==> src/rtl/encap_tx_arbiter.sv <==
// rtl/encap_tx_arbiter.sv - round-robin arbiter sharing one ip_encapsulator between NUM_REQ requesters
// Optional ARB_STATS_EN adds per-requester packet counters and a payload stall counter.
module encap_tx_arbiter #(
  parameter int NUM_REQ    = 4,
  parameter int DATA_WIDTH = 64,
  parameter int KEEP_WIDTH = DATA_WIDTH/8,
  parameter int META_WIDTH = 128,
  parameter int IDX_W      = $clog2(NUM_REQ)
) (
  input  logic                          clk,
  input  logic                          rstn,
  input  logic [NUM_REQ*META_WIDTH-1:0] s_meta_tdata,
  input  logic [NUM_REQ-1:0]            s_meta_tvalid,
  output logic [NUM_REQ-1:0]            s_meta_tready,
  input  logic [NUM_REQ*DATA_WIDTH-1:0] s_axis_tdata,
  input  logic [NUM_REQ*KEEP_WIDTH-1:0] s_axis_tkeep,
  input  logic [NUM_REQ-1:0]            s_axis_tvalid,
  input  logic [NUM_REQ-1:0]            s_axis_tlast,
  input  logic [NUM_REQ-1:0]            s_axis_tuser,
  output logic [NUM_REQ-1:0]            s_axis_tready,
  output logic [META_WIDTH-1:0]         m_meta_tdata,
  output logic                          m_meta_tvalid,
  input  logic                          m_meta_tready,
  output logic [DATA_WIDTH-1:0]         m_axis_tdata,
  output logic [KEEP_WIDTH-1:0]         m_axis_tkeep,
  output logic                          m_axis_tvalid,
  output logic                          m_axis_tlast,
  output logic                          m_axis_tuser,
  input  logic                          m_axis_tready,
  output logic [IDX_W-1:0]              grant_id,
  output logic                          busy
`ifdef ARB_STATS_EN
  ,
  output logic [NUM_REQ*16-1:0]         pkt_count,
  output logic [15:0]                   stall_count
`endif
);

  typedef enum logic [1:0] {IDLE, META, PAYLOAD} state_t;

  localparam logic [IDX_W:0]   NUM_REQ_W = (IDX_W+1)'(NUM_REQ);
  localparam logic [IDX_W-1:0] LAST_IDX  = IDX_W'(NUM_REQ-1);

  state_t                 state;
  logic [IDX_W-1:0]       rr_ptr;
  logic [IDX_W-1:0]       next_grant;
  logic                   any_req;
  logic [2*NUM_REQ-1:0]   req_dbl;
  logic [NUM_REQ-1:0]     req_rot;
  logic [IDX_W:0]         pick_sum;

  // Rotate requests so bit 0 is rr_ptr; the lowest set bit is the winner.
  always_comb begin
    req_dbl  = {s_meta_tvalid, s_meta_tvalid} >> rr_ptr;
    req_rot  = req_dbl[NUM_REQ-1:0];
    any_req  = 1'b0;
    pick_sum = '0;
    for (int j = NUM_REQ-1; j >= 0; j--) begin
      if (req_rot[j]) begin
        pick_sum = {1'b0, rr_ptr} + (IDX_W+1)'(j);
        any_req  = 1'b1;
      end
    end
    next_grant = (pick_sum >= NUM_REQ_W) ? IDX_W'(pick_sum - NUM_REQ_W) : IDX_W'(pick_sum);
  end

  always_comb begin
    s_meta_tready = '0;
    s_axis_tready = '0;
    m_meta_tdata  = '0;
    m_meta_tvalid = 1'b0;
    m_axis_tdata  = '0;
    m_axis_tkeep  = '0;
    m_axis_tvalid = 1'b0;
    m_axis_tlast  = 1'b0;
    m_axis_tuser  = 1'b0;
    busy          = rstn && (state != IDLE);
    if (rstn && state == META) begin
      m_meta_tvalid           = s_meta_tvalid[grant_id];
      s_meta_tready[grant_id] = m_meta_tready;
      if (s_meta_tvalid[grant_id])
        m_meta_tdata = s_meta_tdata[int'(grant_id)*META_WIDTH +: META_WIDTH];
    end
    if (rstn && state == PAYLOAD) begin
      m_axis_tvalid           = s_axis_tvalid[grant_id];
      s_axis_tready[grant_id] = m_axis_tready;
      if (s_axis_tvalid[grant_id]) begin
        m_axis_tdata = s_axis_tdata[int'(grant_id)*DATA_WIDTH +: DATA_WIDTH];
        m_axis_tkeep = s_axis_tkeep[int'(grant_id)*KEEP_WIDTH +: KEEP_WIDTH];
        m_axis_tlast = s_axis_tlast[grant_id];
        m_axis_tuser = s_axis_tuser[grant_id];
      end
    end
  end

  always_ff @(posedge clk) begin
    if (!rstn) begin
      state    <= IDLE;
      grant_id <= '0;
      rr_ptr   <= '0;
    end else begin
      case (state)
        IDLE: begin
          if (any_req) begin
            grant_id <= next_grant;
            state    <= META;
          end
        end
        META: begin
          if (m_meta_tvalid && m_meta_tready) state <= PAYLOAD;
        end
        PAYLOAD: begin
          if (m_axis_tvalid && m_axis_tready && m_axis_tlast) begin
            rr_ptr <= (grant_id == LAST_IDX) ? '0 : grant_id + 1'b1;
            state  <= IDLE;
          end
        end
        default: state <= IDLE;
      endcase
    end
  end

`ifdef ARB_STATS_EN
  always_ff @(posedge clk) begin
    if (!rstn) begin
      pkt_count   <= '0;
      stall_count <= '0;
    end else begin
      if (m_axis_tvalid && m_axis_tready && m_axis_tlast)
        pkt_count[int'(grant_id)*16 +: 16] <= pkt_count[int'(grant_id)*16 +: 16] + 16'd1;
      if (m_axis_tvalid && !m_axis_tready && stall_count != 16'hFFFF)
        stall_count <= stall_count + 16'd1;
    end
  end
`endif

endmodule

==> config.mk <==
export PLATFORM = sky130hd
export DESIGN_NAME = encap_tx_arbiter
export DESIGN_NICKNAME = d
export VERILOG_FILES = /design/src/rtl/encap_tx_arbiter.sv
export SDC_FILE = /design/constraint.sdc
export NUM_CORES = 1
export LEC_CHECK = 0
export CELL_PAD_IN_SITES_DETAIL_PLACEMENT = 1
export CELL_PAD_IN_SITES_GLOBAL_PLACEMENT = 1
export CORE_AREA = 10 10 396 398
export CTS_BUF_LIST = sky130_fd_sc_hd__clkbuf_2 sky130_fd_sc_hd__clkbuf_4 sky130_fd_sc_hd__clkbuf_8
export CTS_CLUSTER_DIAMETER = 30
export DETAILED_ROUTE_END_ITERATION = 6
export DIE_AREA = 0 0 406 408
export PLACE_DENSITY = 0.34
export SETUP_SLACK_MARGIN = 0.2
export SYNTH_ARGS = -nofsm -noshare
export SYNTH_HDL_FRONTEND = slang
export SYNTH_SLANG_ARGS = --single-unit
==> constraint.sdc <==
create_clock -name clk -period 2.7 [get_ports clk]
set_input_delay 0.81 -clock clk [delete_from_list [all_inputs] [get_ports clk]]
set_output_delay 0.81 -clock clk [all_outputs]
set_load 0.05 [all_outputs]
==> impl_metrics.tcl <==
set metrics [dict create \
    status "complete, but fails checks" \
    violations "setup timing" \
    worst_skew_pair.late_latency_ns 0.23 \
    p_leak_nw 8.69 \
    root_buffer "clkbuf_8" \
    cts_tree "built" \
    dieArea_um2 166000 \
    netlist_instances 547 \
    start_util_pct 4.57 \
    cts_buffers 3 \
    cp_data_arrival_time_ns 2.45 \
    grt_pass1_wl_um 147000 \
    grt_setup_unrepaired "yes" \
    cp_common_cell "buf_12" \
    die_x_um 406 \
    vdd_drop_max_v 0.0000787 \
    num_vias 11200 \
    track_usage_pct 13.6 \
    dp_slack_ns -1.05 \
    crit_path_end_kind "output pin" \
    maxSlewViolCount 0 \
    grt_max_degree 42 \
    syn_area_um2 6810 \
    cts.sinks 6 \
    vias_per_cell 3.04 \
    cp_num_buf_inv 6 \
    min_path_type "reg -> reg" \
    path_clk_slew_ns 0.04 \
    boundaryPins 1035 \
    period_share_pct 121 \
    cp_slowest_stage_delay_ns 0.61 \
    grt_pass1_vias 12700 \
    dpl-instance-area_um2 23000 \
    synth_area_leaders "mux4_2 (68%), nor2b_1 (12%), and3_1 (7.3%), buf_4 (3.1%), buf_2 (2.1%)" \
    worst_pin_slew_ns 0.474 \
    cp_slowest_cell "mux4_2" \
    nFillCells 16800 \
    drive_gt1_share_pct 49.0 \
    finalSetupViolCount 212 \
    whs_ns 0.502 \
    setup_ws_ns -0.563 \
    synth_edf_count 0 \
    core_um2 149000 \
    synth_warnings 0 \
    dieHeight_um 408 \
    routed_wl_um 119000 \
    antenna_found_initial 97 \
    period_minus_slack_ns 3.26 \
    rows 142 \
    crit_family "buffers and inverters" \
    cap_violations 0 \
    yosys_most_used_dff "dfxtp_1" \
    yosysTopAreaCellShare_pct 67.8 \
    synth_top_cell_by_area "mux4_2" \
    final_antenna_net_count 0 \
    critical_path_class "in -> out" \
    nets 2502 \
    finalHoldViolCount 0 \
    cp_cell_sequence "buf_6 > mux4_2 > nand3_4 > buf_12 > buf_12 > buf_12 > buf_16 > nor2b_4 > buf_12" \
    route.detailed.drc 0 \
    path_max_fanout 8 \
    async_reset_ff_share_pct 0 \
    ys_ff_latch 6 \
    ctsHoldBuffers 0 \
    routedWlPerCell_um 32.5 \
    firstDrtPassIters 4 \
    fin_worst_skew_ns 0.00213 \
    cp-start-kind "input port" \
    synth_fp_nets 1371 \
    area_delta_synth_final_pct 272 \
    htreeDepth 1 \
    port_buffers 1034 \
    fmax_ghz 0.306 \
    gr-total-overflow 0 \
    ys_types 30 \
    gp_congestion 0.910 \
    syn_avg_cell_area_um2 12.4 \
    cp.required_ns 1.89 \
    p_per_area_nw_per_um2 168 \
    first_iter_violations 542 \
    dp_hpwl_um 105000 \
    final_area_um2 25300 \
    clock_path_buffers 2 \
    timing.slew.headroom_pct 68.3 \
    ys_seq_area_share_pct 1.77 \
]
[layout make-up]
class	instances	area, µm²	share of cell area (%)
Timing Repair Buffer	1202	15100	59.7
Clock buffer	3	41.3	0.163
Inverter	9	47.5	0.188
Sequential cell	6	128	0.504
Multi-Input combinational cell	456	7450	29.4
Antenna cell	48	120	0.474
Tap cell	1944	2430	9.60
[synth_stat cells, types with 2 or more instances]
master / number
clkbuf_1: 15
mux2i_1: 3
nor2b_1: 128
mux4_2: 205
dfxtp_1: 6
nand2b_1: 3
buf_4: 28
nand2_1: 9
and2_1: 4
ha_1: 4
and3_1: 79
nor2_1: 3
clkbuf_4: 3
inv_1: 9
a21oi_1: 4
o21ai_0: 2
buf_2: 29
[kinds of logic (layout without fill, tap and decap cells)]
group | after synthesis | count (layout) | synth area share [%]
simple gates | 233 | 233 | 21.2
mux | 208 | 208 | 68.3
buf+inv | 85 | 1214 | 7.04
compound gates | 11 | 11 | 1.01
flops | 6 | 6 | 1.77
fa+ha+maj | 4 | 4 | 0.735
other cells | 0 | 48 | 0
[stage by stage]
stage               total power, mW  utilization (%)  instances  TNS (ns)
floorplan                      1.45                -        547     -3.23
global placement               3.68             15.4       3529   -183.93
detailed placement             3.68             15.4       3529   -179.76
CTS                            4.27             16.8       3609    -88.78
global route                   4.43             17.0       3647    -94.41
finish                         4.26             17.0       3668    -88.56
[layer usage]
metal / track usage, % / vias to the layer above / share of wire (%)
met4: 5.52 / 36 / 3.2
li1: - / 4629 / -
met1: 14.6 / 5727 / 36
met3: 4.52 / 135 / 8.3
met5: 0.292 / - / 0.28
met2: 24.3 / 635 / 52
[sequential cells by signal (all words and copies together), names as in the netlist]
signal and flops:
rr_ptr 2, state 2, grant_id 2
[repair_timing]
action,in CTS,in global routing
cloned,29,2
setup endpoints to repair,215,212
gates resized for setup,259,28
setup buffers,48,9
pin swaps,59,15
endpoints found under the hold margin,0,0
[cells in the final DEF, fill, tap and decap left out, types with 4 or more instances in the layout]
| cell type | synthesis | routed |
|---|---|---|
| buf_16 | 0 | 35 |
| dlygate4sd2_1 | 0 | 23 |
| buf_4 | 28 | 68 |
| and3_4 | 0 | 78 |
| inv_1 | 9 | 6 |
| buf_6 | 1 | 24 |
| buf_12 | 0 | 255 |
| nor2b_2 | 0 | 28 |
| diode_2 | 0 | 48 |
| nor2b_4 | 0 | 100 |
| mux4_2 | 205 | 205 |
| dfxtp_1 | 6 | 4 |
| ha_1 | 4 | 4 |
| a21oi_1 | 4 | 4 |
| buf_8 | 0 | 7 |
| nand2_1 | 9 | 8 |
| clkdlybuf4s50_1 | 0 | 785 |
[worst reg2reg max path, delay by kind of cell (launching register included)]
kind | cells | cell delay (ns)
buffers and inverters | 5 | 0.70
flip-flops | 1 | 0.39
multiplexers | 2 | 0.72
AND/OR/NAND/NOR | 1 | 0.31
[path summary, 6_finish.rpt]
| kind | end | cells past startpoint | slack, ns | start |
|---|---|---|---|---|
| setup / recovery | m_meta_tdata[79] | 9 | -0.56 | s_meta_tvalid[3] |
| hold / removal | rr_ptr[0] | 2 | 0.50 | rr_ptr[0] |
| setup reg to reg | rr_ptr[1] | 8 | 0.51 | grant_id[1] |
| hold reg to reg | rr_ptr[0] | 2 | 0.50 | rr_ptr[0] |
[report_power, final]
group | leakage [nW] | internal (mW) | switching [mW]
combinational | 8.62 | 2.46 | 1.55
clock | 0.0219 | 0.0959 | 0.0405
sequential | 0.0505 | 0.0927 | 0.0119
Power figures use the tool's default switching activity.
